$ cat config.mk
export PLATFORM = sky130hd
export DESIGN_NAME = matrix_stream_ctrl
export DESIGN_NICKNAME = d
export VERILOG_FILES = /design/src/rtl/matrix_stream_ctrl.sv
export SDC_FILE = /design/constraint.sdc
export NUM_CORES = 1
export LEC_CHECK = 0
export CORE_MARGIN = 3
export CORE_UTILIZATION = 35
export CTS_BUF_LIST = sky130_fd_sc_hd__clkbuf_8
export DETAILED_ROUTE_END_ITERATION = 10
export DONT_BUFFER_PORTS = 1
export PLACE_DENSITY = 0.58
export SYNTH_ARGS = -nofsm -noshare
export SYNTH_HDL_FRONTEND = slang
export SYNTH_SLANG_ARGS = --single-unit
$ cat constraint.sdc
create_clock -name clk -period 1.5 [get_ports clk]
set_input_delay 0.3 -clock clk [delete_from_list [all_inputs] [get_ports clk]]
set_output_delay 0.3 -clock clk [all_outputs]
set_load 0.01 [all_outputs]
$ cat src/rtl/matrix_stream_ctrl.sv
// Load/settle/unload controller for a 2x2 matrix stream: collects four nibbles into
// matrix a, waits for an external multiply stage, then streams its results out.
module matrix_stream_ctrl #(
   parameter int OUT_SEL    = 0,
   parameter int SETTLE_CYC = 1
) (
   input  logic        clk,
   input  logic        rst,
   input  logic        in_valid,
   input  logic [3:0]  in_data,
   output logic        in_ready,
   output logic [15:0] a,
   input  logic [15:0] b_in,
   input  logic [15:0] r_in,
   output logic        out_valid,
   output logic [3:0]  out_data,
   output logic        out_last,
   input  logic        out_ready,
   output logic        busy
);

   localparam logic [1:0] S_LOAD   = 2'd0;
   localparam logic [1:0] S_SETTLE = 2'd1;
   localparam logic [1:0] S_UNLOAD = 2'd2;

   localparam logic [2:0] LAST_IDX   = (OUT_SEL == 1) ? 3'd7 : 3'd3;
   localparam logic [1:0] SETTLE_END = 2'(SETTLE_CYC - 1);

   logic [1:0]  state_q, state_d;
   logic [1:0]  ld_cnt_q, ld_cnt_d;
   logic [1:0]  st_cnt_q, st_cnt_d;
   logic [2:0]  un_cnt_q, un_cnt_d;
   logic [15:0] a_q, a_d;
   logic [15:0] r_hold_q, r_hold_d;
   logic [15:0] b_hold_q, b_hold_d;
   logic [15:0] sel_word;
   logic [3:0]  sel_nib;

   // Handshake: an element moves when valid and ready are both high at a rising
   // edge; ready never depends on valid on either side of this block.
   assign in_ready  = (state_q == S_LOAD) && !rst;
   assign out_valid = (state_q == S_UNLOAD);
   assign out_last  = out_valid && (un_cnt_q == LAST_IDX);
   assign busy      = (state_q != S_LOAD) || (ld_cnt_q != 2'd0);
   assign a         = a_q;

   always_comb begin
      state_d  = state_q;
      ld_cnt_d = ld_cnt_q;
      st_cnt_d = st_cnt_q;
      un_cnt_d = un_cnt_q;
      a_d      = a_q;
      r_hold_d = r_hold_q;
      b_hold_d = b_hold_q;
      case (state_q)
         S_LOAD: begin
            if (in_valid && in_ready) begin
               case (ld_cnt_q)
                  2'd0:    a_d[15:12] = in_data;
                  2'd1:    a_d[11:8]  = in_data;
                  2'd2:    a_d[7:4]   = in_data;
                  default: a_d[3:0]   = in_data;
               endcase
               ld_cnt_d = ld_cnt_q + 2'd1;
               if (ld_cnt_q == 2'd3) state_d = S_SETTLE;
            end
         end
         S_SETTLE: begin
            if (st_cnt_q == SETTLE_END) begin
               st_cnt_d = 2'd0;
               r_hold_d = r_in;
               b_hold_d = b_in;
               state_d  = S_UNLOAD;
            end else begin
               st_cnt_d = st_cnt_q + 2'd1;
            end
         end
         S_UNLOAD: begin
            if (out_ready) begin
               if (un_cnt_q == LAST_IDX) begin
                  un_cnt_d = 3'd0;
                  state_d  = S_LOAD;
               end else begin
                  un_cnt_d = un_cnt_q + 3'd1;
               end
            end
         end
         default: state_d = S_LOAD;
      endcase
   end

   // With OUT_SEL=1 the first four indices come from the transpose, the rest from r.
   always_comb begin
      sel_word = ((OUT_SEL == 1) && !un_cnt_q[2]) ? b_hold_q : r_hold_q;
      case (un_cnt_q[1:0])
         2'd0:    sel_nib = sel_word[15:12];
         2'd1:    sel_nib = sel_word[11:8];
         2'd2:    sel_nib = sel_word[7:4];
         default: sel_nib = sel_word[3:0];
      endcase
      out_data = out_valid ? sel_nib : 4'h0;
   end

   always_ff @(posedge clk or posedge rst) begin
      if (rst) begin
         state_q  <= S_LOAD;
         ld_cnt_q <= 2'd0;
         st_cnt_q <= 2'd0;
         un_cnt_q <= 3'd0;
         a_q      <= 16'h0000;
         r_hold_q <= 16'h0000;
         b_hold_q <= 16'h0000;
      end else begin
         state_q  <= state_d;
         ld_cnt_q <= ld_cnt_d;
         st_cnt_q <= st_cnt_d;
         un_cnt_q <= un_cnt_d;
         a_q      <= a_d;
         r_hold_q <= r_hold_d;
         b_hold_q <= b_hold_d;
      end
   end

endmodule

[Yosys cells after proc, flatten, opt, wreduce, memory -nomap -nowiden]
Cells that the tools add are included.
Word-level totals
  output and inout port bits: 24
  bits in registers: 41
  input port bits: 40
  word-level logic and storage cells: 56
Operators by class
  muxes and demuxes: 10
  equality and inequality tests: 13
  reductions and logical operators: 20
  $add $sub $neg: 3
  bitwise gates (word level): 1
Operators by type and width (count)
  $mux 2: 6
  $pmux 4 s3: 1
  $reduce_and 3->1: 4
  $eq 2x2->1 const B: 4
  $logic_not 2->1: 4
  $ne 2x1->1 const B: 4
  $eq 2x1->1 const B: 3
  $pmux 2 s3: 1
  $reduce_and 2->1: 3
  $reduce_and 5->1: 1
  $add 2x1->2 const B: 2
  $mux 4: 1
  $reduce_bool 2->1: 2
  $add 3x1->3 const B: 1
  $eq 3x2->1 const B: 1
  $logic_and 1x1->1: 3
  $mux 3: 1
  $reduce_or 3->1: 1
  $ne 2x2->1 const B: 1
  $logic_not 1->1: 1
  $logic_or 1x1->1: 1
  $not 1->1: 1

[Depth between registers and ports, before layout]
Gate-level depths: netlist of run 1.
  word-level depth: 5
  mapped depth: 5
  mapped depth without buffers: 5

[Least setup slack after synthesis of run 1]
No wires, ideal clock.
  kind: input to register
  from: input rst
  to: register a_q[12] (netlist: a[12])
  setup slack: -0.307 ns
  cell stages on the path: 3
  arrival time: 1.682 ns
  path through: inv_1 > nand3b_4 > mux2_2
Between the ends
  word-level cells in the longest chain between the ends: 4
Ends and longest elaborated chain
  start, declared: line 8  | input logic rst,
  $logic_not 1->1 (no line)
  $logic_and 1x1->1: line 41  | assign in_ready = (state_q == S_LOAD) && !rst;
  $logic_and 1x1->1: line 57  | if (in_valid && in_ready) begin
  $reduce_and 3->1 (no line)
  end signal, assigned: line 110  | a_q <= 16'h0000;
  end signal, assigned: line 118  | a_q <= a_d;
  end, declared: line 33  | logic [15:0] a_q, a_d;
Every way passes these cells.
A chain may end at the register's enable or synchronous reset.

[Final worst setup path of run 1]
  from: register un_cnt_q[1]
  to: output out_data[3]
Between the ends
  word-level cells in the longest chain between the ends: 3
  elaborated cells on any way between the ends: 5
  classes of those cells: eq/ne (2); mux (2); reduce/logical (1)
Ends and longest elaborated chain
  start, declared: line 32  | logic [2:0] un_cnt_q, un_cnt_d;
  start signal, assigned: line 117  | un_cnt_q <= un_cnt_d;
  $eq 2x2->1 (tied with other cells): line 95  | case (un_cnt_q[1:0])
  $pmux 4 s3 (*): line 95
  $mux 4 (*): line 101  | out_data = out_valid ? sel_nib : 4'h0;
  end, declared: line 16  | output logic [3:0] out_data,
Mark *: on every way between the ends. The rest lies on a longest branch, timed or not.

==> results.sh, run 1 <==
export IMPL_max_slew_margin_pct=65.1
export IMPL_path_class="reg2out"
export IMPL_full_die_area_um2=6220
export IMPL_layout_drive_gt1_share_pct=61.1
export IMPL_avgViaCountPerCell=5.02
export IMPL_cts_max_path_buffers=2
export IMPL_syn_area_per_cell_um2=13.4
export IMPL_final_hold_viol_count=0
export IMPL_io_pins=64
export IMPL_detailed_place_area_um2=2060
export IMPL_grt_overflow_total=0
export IMPL_grt_first_pass_wirelength_um=7040
export IMPL_final_nets=236
export IMPL_vias=1264
export IMPL_grt_pass1_vias=1425
export IMPL_antenna_left=0
export IMPL_tightest_slew_ns=0.523
export IMPL_placementRows=25
export IMPL_core_region_area_um2=4910
export IMPL_finalWorstPathRequiredPeriod_ns=1.82
export IMPL_ctsHtreeMaxLevel=2
export IMPL_detail_route_wl_per_cell_um=18.0
export IMPL_most_frequent_standard_cell_in_the_layout_excluding_fill_and_tap_cells="sky130_fd_sc_hd__dfrtp_1"
export IMPL_cap_viol_max_count=0
export IMPL_setup_viol=42
export IMPL_clk_sink_count=41
export IMPL_clock_skew_final_ns=0.00603
export IMPL_grtUsageTotal_pct=15.0
export IMPL_cp_required_ns=1.20
export IMPL_startpoint="un_cnt_q[1]$_DFFE_PP0P_"
export IMPL_postRouteWirelength_um=4530
export IMPL_reg2reg_from="state_q[1]$_DFFE_PP0P_"
export IMPL_achievable_frequency_ghz=0.550
export IMPL_leakage_nw=1.24
export IMPL_sequential_area_share_after_synthesis_pct=55.2
export IMPL_timing_critical_path_to_type="primary output"
export IMPL_synth_ff_latch_count=41
export IMPL_drtPass1Iterations=4
export IMPL_dp_hpwl_um=2890
export IMPL_grt_start_max_net_pins=42
export IMPL_timing_reg2reg_setup_slack_ns=-0.10
export IMPL_dieWidth_um=78.9
export IMPL_syn2layout_area_growth_pct=41.4
export IMPL_diodes=0
export IMPL_min_delay_path_class="in2async"
export IMPL_power_per_cell_area_nw_per_um2=1970
export IMPL_clock_latency_on_the_worst_skew_pair_ns=0.29
export IMPL_synth_cell_area_um2=1860
export IMPL_ir_worst_vdd_mv=0.931
export IMPL_critical_path_reg2reg_endpoint="a[2]$_DFFE_PP0P_"
export IMPL_numPortBuffers=0
export IMPL_final_design_area_no_fill_um2=2630
export IMPL_postLayoutSetupSlackWorst_ns=-0.319
export IMPL_slew_violations=0
export IMPL_synth_fp_nets=190
export IMPL_critPathArrivalTime_ns=1.52
export IMPL_fin_tns_setup_ns=-3.52
export IMPL_result_of_the_run="complete, but fails checks"
export IMPL_num_fill_cells=426
export IMPL_cts_root_buffer_cell="sky130_fd_sc_hd__clkbuf_8"
export IMPL_gp_routability_congestion=0.681
export IMPL_synth_distinct_cells=22
export IMPL_cp_max_fo=4
export IMPL_cts_tree="built"
export IMPL_utilization_pct=53.5
export IMPL_failed_checks="setup timing"
export IMPL_initial_drt_markers=58
export IMPL_register_clock_pin_slew_on_the_reported_worst_setup_and_hold_paths_ns=0.07
export IMPL_starting_utilization_of_the_core_area_pct=37.9
export IMPL_grt_antenna_before_repair=0
export IMPL_cts_made_buffers=5
export IMPL_synth_cells=139
export IMPL_final_cell_mix="39 x sky130_fd_sc_hd__dfrtp_1, 23 x sky130_fd_sc_hd__buf_4, 17 x sky130_fd_sc_hd__mux2_4"
export IMPL_number_of_cells_on_the_worst_reg_to_reg_path=6
export IMPL_synth_yosys_warnings=0
export IMPL_worst_setup_path_start_kind="flop"
export IMPL_fin_crit_sh_pct=121
export IMPL_fp_dieH_um=78.9
export IMPL_setup_repair_after_global_routing_missed_its_margin="true"
export IMPL_drc=0
-- routing by layer --
metal / share of wire, % / vias up / global-route usage (%)
li1: - / 576 / -
met1: 35 / 637 / 15.6
met2: 57 / 44 / 28.0
met3: 6.8 / 7 / 5.10
met4: 1.1 / 0 / 4.64
met5: 0 / - / 0
-- where the power goes --
group / internal (mW) / switching, mW / total [mW] / leakage [nW]
sequential: 1.63 / 0.458 / 2.08 / 0.493
clock: 0.358 / 0.347 / 0.705 / 0.0485
combinational: 1.43 / 0.955 / 2.38 / 0.698
-- critical path: stages, from the launching register on --
cell and delay, ns:
sky130_fd_sc_hd__dfrtp_1 0.42, sky130_fd_sc_hd__inv_2 0.09, sky130_fd_sc_hd__ha_4 0.18, sky130_fd_sc_hd__a222oi_1 0.39
sky130_fd_sc_hd__a21oi_2 0.15
-- kinds of logic after synthesis --
group	share of synthesized area, %
adders and majority gates	7.40
muxes	19.4
AOI/OAI and AO/OA	6.53
DFF	55.2
and+or+nand+nor	8.08
xor gates and xnor gates	0.471
buffers and inverters	2.96
-- cells in the mapped netlist --
cell type	n	area, µm²
sky130_fd_sc_hd__dfrtp_1	41	1030
sky130_fd_sc_hd__mux2_2	32	360
sky130_fd_sc_hd__ha_1	11	138
sky130_fd_sc_hd__inv_1	11	41.3
sky130_fd_sc_hd__nand2_1	11	41.3
sky130_fd_sc_hd__o21ai_0	11	55.1
sky130_fd_sc_hd__a21oi_1	4	20.0
sky130_fd_sc_hd__a222oi_1	4	40.0
sky130_fd_sc_hd__a31oi_1	1	6.26
sky130_fd_sc_hd__and2b_2	1	8.76
sky130_fd_sc_hd__clkbuf_8	1	13.8
sky130_fd_sc_hd__nand2_2	1	6.26
sky130_fd_sc_hd__nand2b_1	1	6.26
sky130_fd_sc_hd__nand3b_1	1	7.51
sky130_fd_sc_hd__nand3b_4	1	20.0
sky130_fd_sc_hd__nor2_1	1	3.75
sky130_fd_sc_hd__nor3_1	1	5.00
sky130_fd_sc_hd__nor4b_4	1	23.8
sky130_fd_sc_hd__or2b_1	1	7.51
sky130_fd_sc_hd__or2b_2	1	8.76
sky130_fd_sc_hd__or3b_4	1	11.3
sky130_fd_sc_hd__xnor2_1	1	8.76
-- worst max-delay path by stage --
stage | slack (ns) | end | cells after the start
finish | -0.32 | out_data[3] | 4
detailed placement | -0.12 | out_data[3] | 4
global placement | -0.10 | out_data[3] | 4
global route | -0.41 | out_data[2] | 4
floorplan | -0.14 | a[12]$_DFFE_PP0P_ | 3
CTS | -0.33 | out_data[3] | 4
-- layout make-up --
type	instances	area [µm²]	share of cell area, %
Clock inverter	1	3.75	0.143
Inverter	11	45.0	1.71
Clock buffer	6	82.6	3.14
Tap cell	67	83.8	3.19
Sequential cell	41	1030	39.1
Timing Repair Buffer	40	398	15.1
Multi-Input combinational cell	86	987	37.6
-- state kept, by name (all words and copies together) (netlist names) --
name	count
a	16
state_q	2
st_cnt_q	2
r_hold_q	16
ld_cnt_q	2
un_cnt_q	3
-- per-stage QoR --
step	hold WS [ns]	std cells	setup WS, ns	power, mW
after floorplan	0.301	139	-0.139	2.98
after global placement	0.377	220	-0.100	3.42
after detailed placement	0.395	220	-0.118	3.54
after CTS	0.0796	246	-0.326	4.76
after global routing	0.0879	252	-0.405	5.53
final	0.0636	252	-0.319	5.17
-- repair_timing --
action                                  4_1_cts  5_1_grt
endpoints found under the setup margin       40       39
gates resized for setup                      40       40
pin swaps                                    12        6
setup buffers                                17        8
gates cloned                                  2        0
hold buffers                                  0        0
Power figures use the tool's default switching activity.
==> inputs of run 2 (changes only) <==
Settings changed: PLACE_DENSITY 0.58 to unset.
==> run 2 against run 1 <==
The run still ends with setup timing left. Combinational power about the same. Setup slack worse by 0.060 ns. Critical path depth up 2. Sequential share of layout area down 0.12 points. Via count up 2.5%. Global-route usage up 0.56 points. Die area unchanged. Register-to-register slack worse by 0.15 ns.
==> results.sh, run 2 (synthesized netlist as in run 1, its figures left out) <==
export IMPL_cap_viol_max_count=0
export IMPL_placementRows=25
export IMPL_power_per_cell_area_nw_per_um2=1970
export IMPL_met3RoutedLength_um=314
export IMPL_num_fill_cells=428
export IMPL_drtPass1Iterations=4
export IMPL_grt_overflow_total=0
export IMPL_critical_path_depth=6
export IMPL_starting_utilization_of_the_core_area_pct=37.9
export IMPL_cts_tree="built"
export IMPL_critPathArrivalTime_ns=1.58
export IMPL_diodes=0
export IMPL_utilization_pct=53.8
export IMPL_slowest_delay_ns=0.44
export IMPL_final_hold_viol_count=0
export IMPL_critical_path_reg2reg_endpoint="a[6]$_DFFE_PP0P_"
export IMPL_vias=1295
export IMPL_dp_hpwl_um=2910
export IMPL_buf_inv_stages_crit_path=3
export IMPL_final_seq_area_um2=1030
export IMPL_path_class="reg2out"
export IMPL_highest_layer="met4"
export IMPL_timing_reg2reg_setup_slack_ns=-0.25
export IMPL_postRouteWirelength_um=4600
export IMPL_timing_critical_path_cells="buf_4 -> ha_1 -> inv_2 -> o21ai_0 -> a21oi_1 -> buf_4"
export IMPL_fp_dieH_um=78.9
export IMPL_register_clock_pin_slew_on_the_reported_worst_setup_and_hold_paths_ns=0.07
export IMPL_avgViaCountPerCell=5.10
export IMPL_hold_buffers=0
export IMPL_reg2reg_from="state_q[0]$_DFFE_PP0P_"
export IMPL_crit_path_end="out_data[3]"
export IMPL_slew_violations=0
export IMPL_tightest_slew_ns=0.510
export IMPL_detail_route_wirelength_met1_um=1600
export IMPL_grt_antenna_before_repair=0
export IMPL_met2_wirelength_um=2630
export IMPL_syn2layout_area_growth_pct=42.0
export IMPL_area_occupied_by_multi_input_gates_um2=992
export IMPL_achievable_frequency_ghz=0.532
export IMPL_worst_setup_path_start_kind="flop"
export IMPL_clk_sink_count=41
export IMPL_cp_required_ns=1.20
export IMPL_finalWorstPathRequiredPeriod_ns=1.88
export IMPL_grt_pass1_vias=1520
export IMPL_grtUsageTotal_pct=15.5
export IMPL_dieWidth_um=78.9
export IMPL_layout_drive_gt1_share_pct=61.5
export IMPL_full_die_area_um2=6220
export IMPL_critPathMostFrequentCell="sky130_fd_sc_hd__buf_4"
export IMPL_final_nets=238
export IMPL_hold_slack_ns=0.0553
export IMPL_most_frequent_standard_cell_in_the_layout_excluding_fill_and_tap_cells="sky130_fd_sc_hd__dfrtp_1"
export IMPL_postLayoutSetupSlackWorst_ns=-0.380
export IMPL_grt_start_max_net_pins=42
export IMPL_drc=0
export IMPL_io_pins=64
export IMPL_max_slew_margin_pct=66.0
export IMPL_leakage_nw=1.28
export IMPL_cts_max_path_buffers=2
export IMPL_setup_viol=45
export IMPL_grt_first_pass_wirelength_um=7420
export IMPL_gp_routability_congestion=0.720
export IMPL_clock_skew_final_ns=0.00567
export IMPL_cts_made_buffers=5
export IMPL_detail_route_wl_per_cell_um=18.1
export IMPL_initial_drt_markers=44
export IMPL_fin_crit_sh_pct=125
export IMPL_cts_root_buffer_cell="sky130_fd_sc_hd__clkbuf_8"
export IMPL_ctsHtreeMaxLevel=2
export IMPL_timing_critical_path_to_type="primary output"
export IMPL_number_of_cells_on_the_worst_reg_to_reg_path=7
export IMPL_min_delay_path_class="in2async"
export IMPL_final_cell_mix="38 x sky130_fd_sc_hd__dfrtp_1, 29 x sky130_fd_sc_hd__buf_4, 18 x sky130_fd_sc_hd__mux2_4"
export IMPL_core_region_area_um2=4910
export IMPL_startpoint="un_cnt_q[0]$_DFFE_PP0P_"
export IMPL_antenna_left=0
export IMPL_setup_repair_after_global_routing_missed_its_margin="true"
export IMPL_cpLargestDelayFamily="flip-flops"
export IMPL_numPortBuffers=0
export IMPL_failed_checks="setup timing"
export IMPL_worst_path_max_delay_cell="sky130_fd_sc_hd__dfrtp_2"
export IMPL_cp_max_fo=7
export IMPL_result_of_the_run="complete, but fails checks"
export IMPL_clock_latency_on_the_worst_skew_pair_ns=0.29
export IMPL_ir_worst_vdd_mv=0.964
run 2: cell count changes in the layout (fill, tap and decap cells not counted), sizes merged:
cell / previous run / this run
buf: 40 / 41
clkbuf: 6 / 7
run 2: final cells by class:
| type | instances | area share, % |
|---|---|---|
| clock buffers | 6 | 3.13 |
| clock inverters | 1 | 0.142 |
| inverters | 11 | 1.71 |
| multi-input cells | 86 | 37.6 |
| flip-flops and latches | 41 | 39.0 |
| well taps | 67 | 3.18 |
| repair buffers | 42 | 15.3 |
run 2: power by group:
part,switching (mW),total (mW),leakage (nW),internal (mW)
sequential,0.474,2.10,0.492,1.63
clock,0.357,0.715,0.0485,0.358
combinational,0.929,2.37,0.742,1.44
run 2: worst register-to-register path, cell delays in order, from the launching register on:
cell                      delay, ns
sky130_fd_sc_hd__dfrtp_2       0.42
sky130_fd_sc_hd__buf_6         0.12
sky130_fd_sc_hd__buf_6         0.11
sky130_fd_sc_hd__buf_6         0.11
sky130_fd_sc_hd__nor4b_4       0.29
sky130_fd_sc_hd__buf_4         0.21
sky130_fd_sc_hd__nand2_4       0.08
sky130_fd_sc_hd__mux2_4        0.30
run 2: metal layers:
layer  up-vias  GRT usage [%]
met5         -              0
met2        43           30.6
met4         0           4.64
met1       663           15.1
met3         7           5.22
li1        582              -
run 2: per-stage QoR:
stage                     instances  power (mW)  worst slack, ns  area (µm²)  TNS (ns)
after floorplan                 139        2.98           -0.139        1860    -0.557
after global placement          224        3.50           -0.162        2090    -0.651
after detailed placement        224        3.63           -0.155        2090     -1.27
after CTS                       250        4.98           -0.357        2510     -7.31
after global routing            254        5.55           -0.489        2640    -10.17
final                           254        5.19           -0.380        2640     -7.86
run 2: how the worst min path moves through the flow:
stage	startpoint	endpoint	slack [ns]	cells after the start
detailed placement	rst	state_q[1]$_DFFE_PP0P_	0.39	2
floorplan	rst	a[0]$_DFFE_PP0P_	0.30	1
global route	out_ready	un_cnt_q[2]$_DFFE_PP0P_	0.09	1
CTS	rst	un_cnt_q[2]$_DFFE_PP0P_	0.07	2
finish	rst	un_cnt_q[2]$_DFFE_PP0P_	0.06	2
global placement	rst	ld_cnt_q[0]$_DFFE_PP0P_	0.38	2
run 2: repair_timing:
action	CTS	global route
pin swaps	8	11
buffers inserted	18	5
cloned	1	1
resized for setup	54	19
setup endpoints to repair	40	46
hold endpoints to repair	0	0
==> RTL change (settings of run 2) <==
Reset style: synchronous (`rst`), changed in one clocked block.
--- a/src/rtl/matrix_stream_ctrl.sv
+++ b/src/rtl/matrix_stream_ctrl.sv
@@ -101,7 +101,7 @@
       out_data = out_valid ? sel_nib : 4'h0;
    end
 
-   always_ff @(posedge clk or posedge rst) begin
+   always_ff @(posedge clk) begin
       if (rst) begin
          state_q  <= S_LOAD;
          ld_cnt_q <= 2'd0;
Formal check against the unedited RTL: differs if rst is asserted again (counterexample within 4 cycles, from zero or initial values and one cycle with rst high); with rst held inactive, the same outputs for 10 cycles.
==> RTL change against run 2 <==
The flow still finishes with violations (setup timing); cell area shrank 17%; sequential cell count is the same; first-iteration DRC count grew to 3.1 times the old value; critical path depth shrank 1; synthesized area shrank 2.9%; setup slack gained 0.16 ns; routed wire length shrank 3.3%.
Power is not compared: it rests on default switching activity, and its combinational part moved more than twofold at a synthesized area within 25%.
==> RTL change: results <==
<?xml version="1.0" encoding="UTF-8"?>
<metrics>
  <group name="run_status">
    <metric name="run_status" unit="">complete, but fails checks</metric>
    <metric name="violations" unit="">setup timing</metric>
  </group>
  <group name="sta">
    <metric name="whs" unit="ns">0.0803</metric>
    <metric name="finalSetupViolCount" unit="">4</metric>
    <metric name="actual_slew_at_the_worst_max_slew_pin" unit="ns">0.366</metric>
    <metric name="fin_tns_setup" unit="ns">-0.825</metric>
    <metric name="post-route-worst-setup-slack" unit="ns">-0.219</metric>
  </group>
  <group name="logic_synthesis">
    <metric name="synth_area_leaders" unit="">dfxtp_1, a21oi_1, nand2_1</metric>
    <metric name="mappedNetlistNets" unit="">269</metric>
    <metric name="synth_top_cells_by_count" unit="">dfxtp_1, a21oi_1, nand2_1</metric>
    <metric name="synth_sequential_area_ratio" unit="">0.455</metric>
    <metric name="async_flop_share" unit="">0</metric>
  </group>
  <group name="grt">
    <metric name="groute.usage.overall" unit="">0.150</metric>
  </group>
  <group name="clocking">
    <metric name="post-cts-setup-buffers" unit="">6</metric>
    <metric name="ctsResizeCount" unit="">28</metric>
  </group>
  <group name="place">
    <metric name="finalWeightedCongestion" unit="">0.711</metric>
    <metric name="total_half_perimeter_wirelength_after_legalization_and_detailed_placement" unit="µm">2910</metric>
    <metric name="detailedPlace.worstSlack" unit="ns">-0.0213</metric>
  </group>
  <group name="drt">
    <metric name="wirelength_met1" unit="µm">2050</metric>
    <metric name="drt_first_pass_iters" unit="">5</metric>
    <metric name="wl_met2" unit="µm">2150</metric>
  </group>
  <group name="worst_setup_path">
    <metric name="setup.worst_path.end" unit="">out_data[1]</metric>
    <metric name="crit_slowest_cell" unit="">dfxtp_4</metric>
    <metric name="worstRegToRegCells" unit="">4</metric>
  </group>
  <group name="cells_and_area">
    <metric name="area.growth.synth_to_final" unit="%">21.8</metric>
    <metric name="nets" unit="">284</metric>
  </group>
  <group name="worst_hold_path">
    <metric name="timing.hold.worst.class" unit="">in -&gt; reg</metric>
  </group>
</metrics>
## RTL change: cell types whose count changed after synthesis, moves of 16 or more
cell     delta
a21oi_1    +36
dfxtp_1    +41
nand2_1    +26
dfrtp_1    -41
mux2_2     -32
nand3_1    +16
## RTL change: cells by family (layout without fill, tap and decap cells)
logic type	after synthesis	count (layout)	share of synthesized area
muxes	2	2	0.0111
DFF	41	41	0.455
adders and majority gates	11	11	0.0762
and+or+nand+nor	70	70	0.181
buffers and inverters	26	41	0.0651
AOI/OAI and AO/OA	68	68	0.212
## RTL change: area by class of cell
cell class,count,share of cell area
flip-flops and latches,41,0.378
inverters,13,0.0233
repair buffers,21,0.0734
clock buffers,6,0.0375
well taps,67,0.0381
multi-input cells,151,0.448
clock inverters,1,0.00171
## RTL change: power groups by stage
stage	sequential, mW	clock [mW]	combinational, mW
finish	1.11	0.711	0.122
detailed placement	1.14	0	0.0915
CTS	1.11	0.742	0.114
floorplan	1.14	0	0.0816
global route	1.11	0.790	0.136
global placement	1.14	0	0.0912
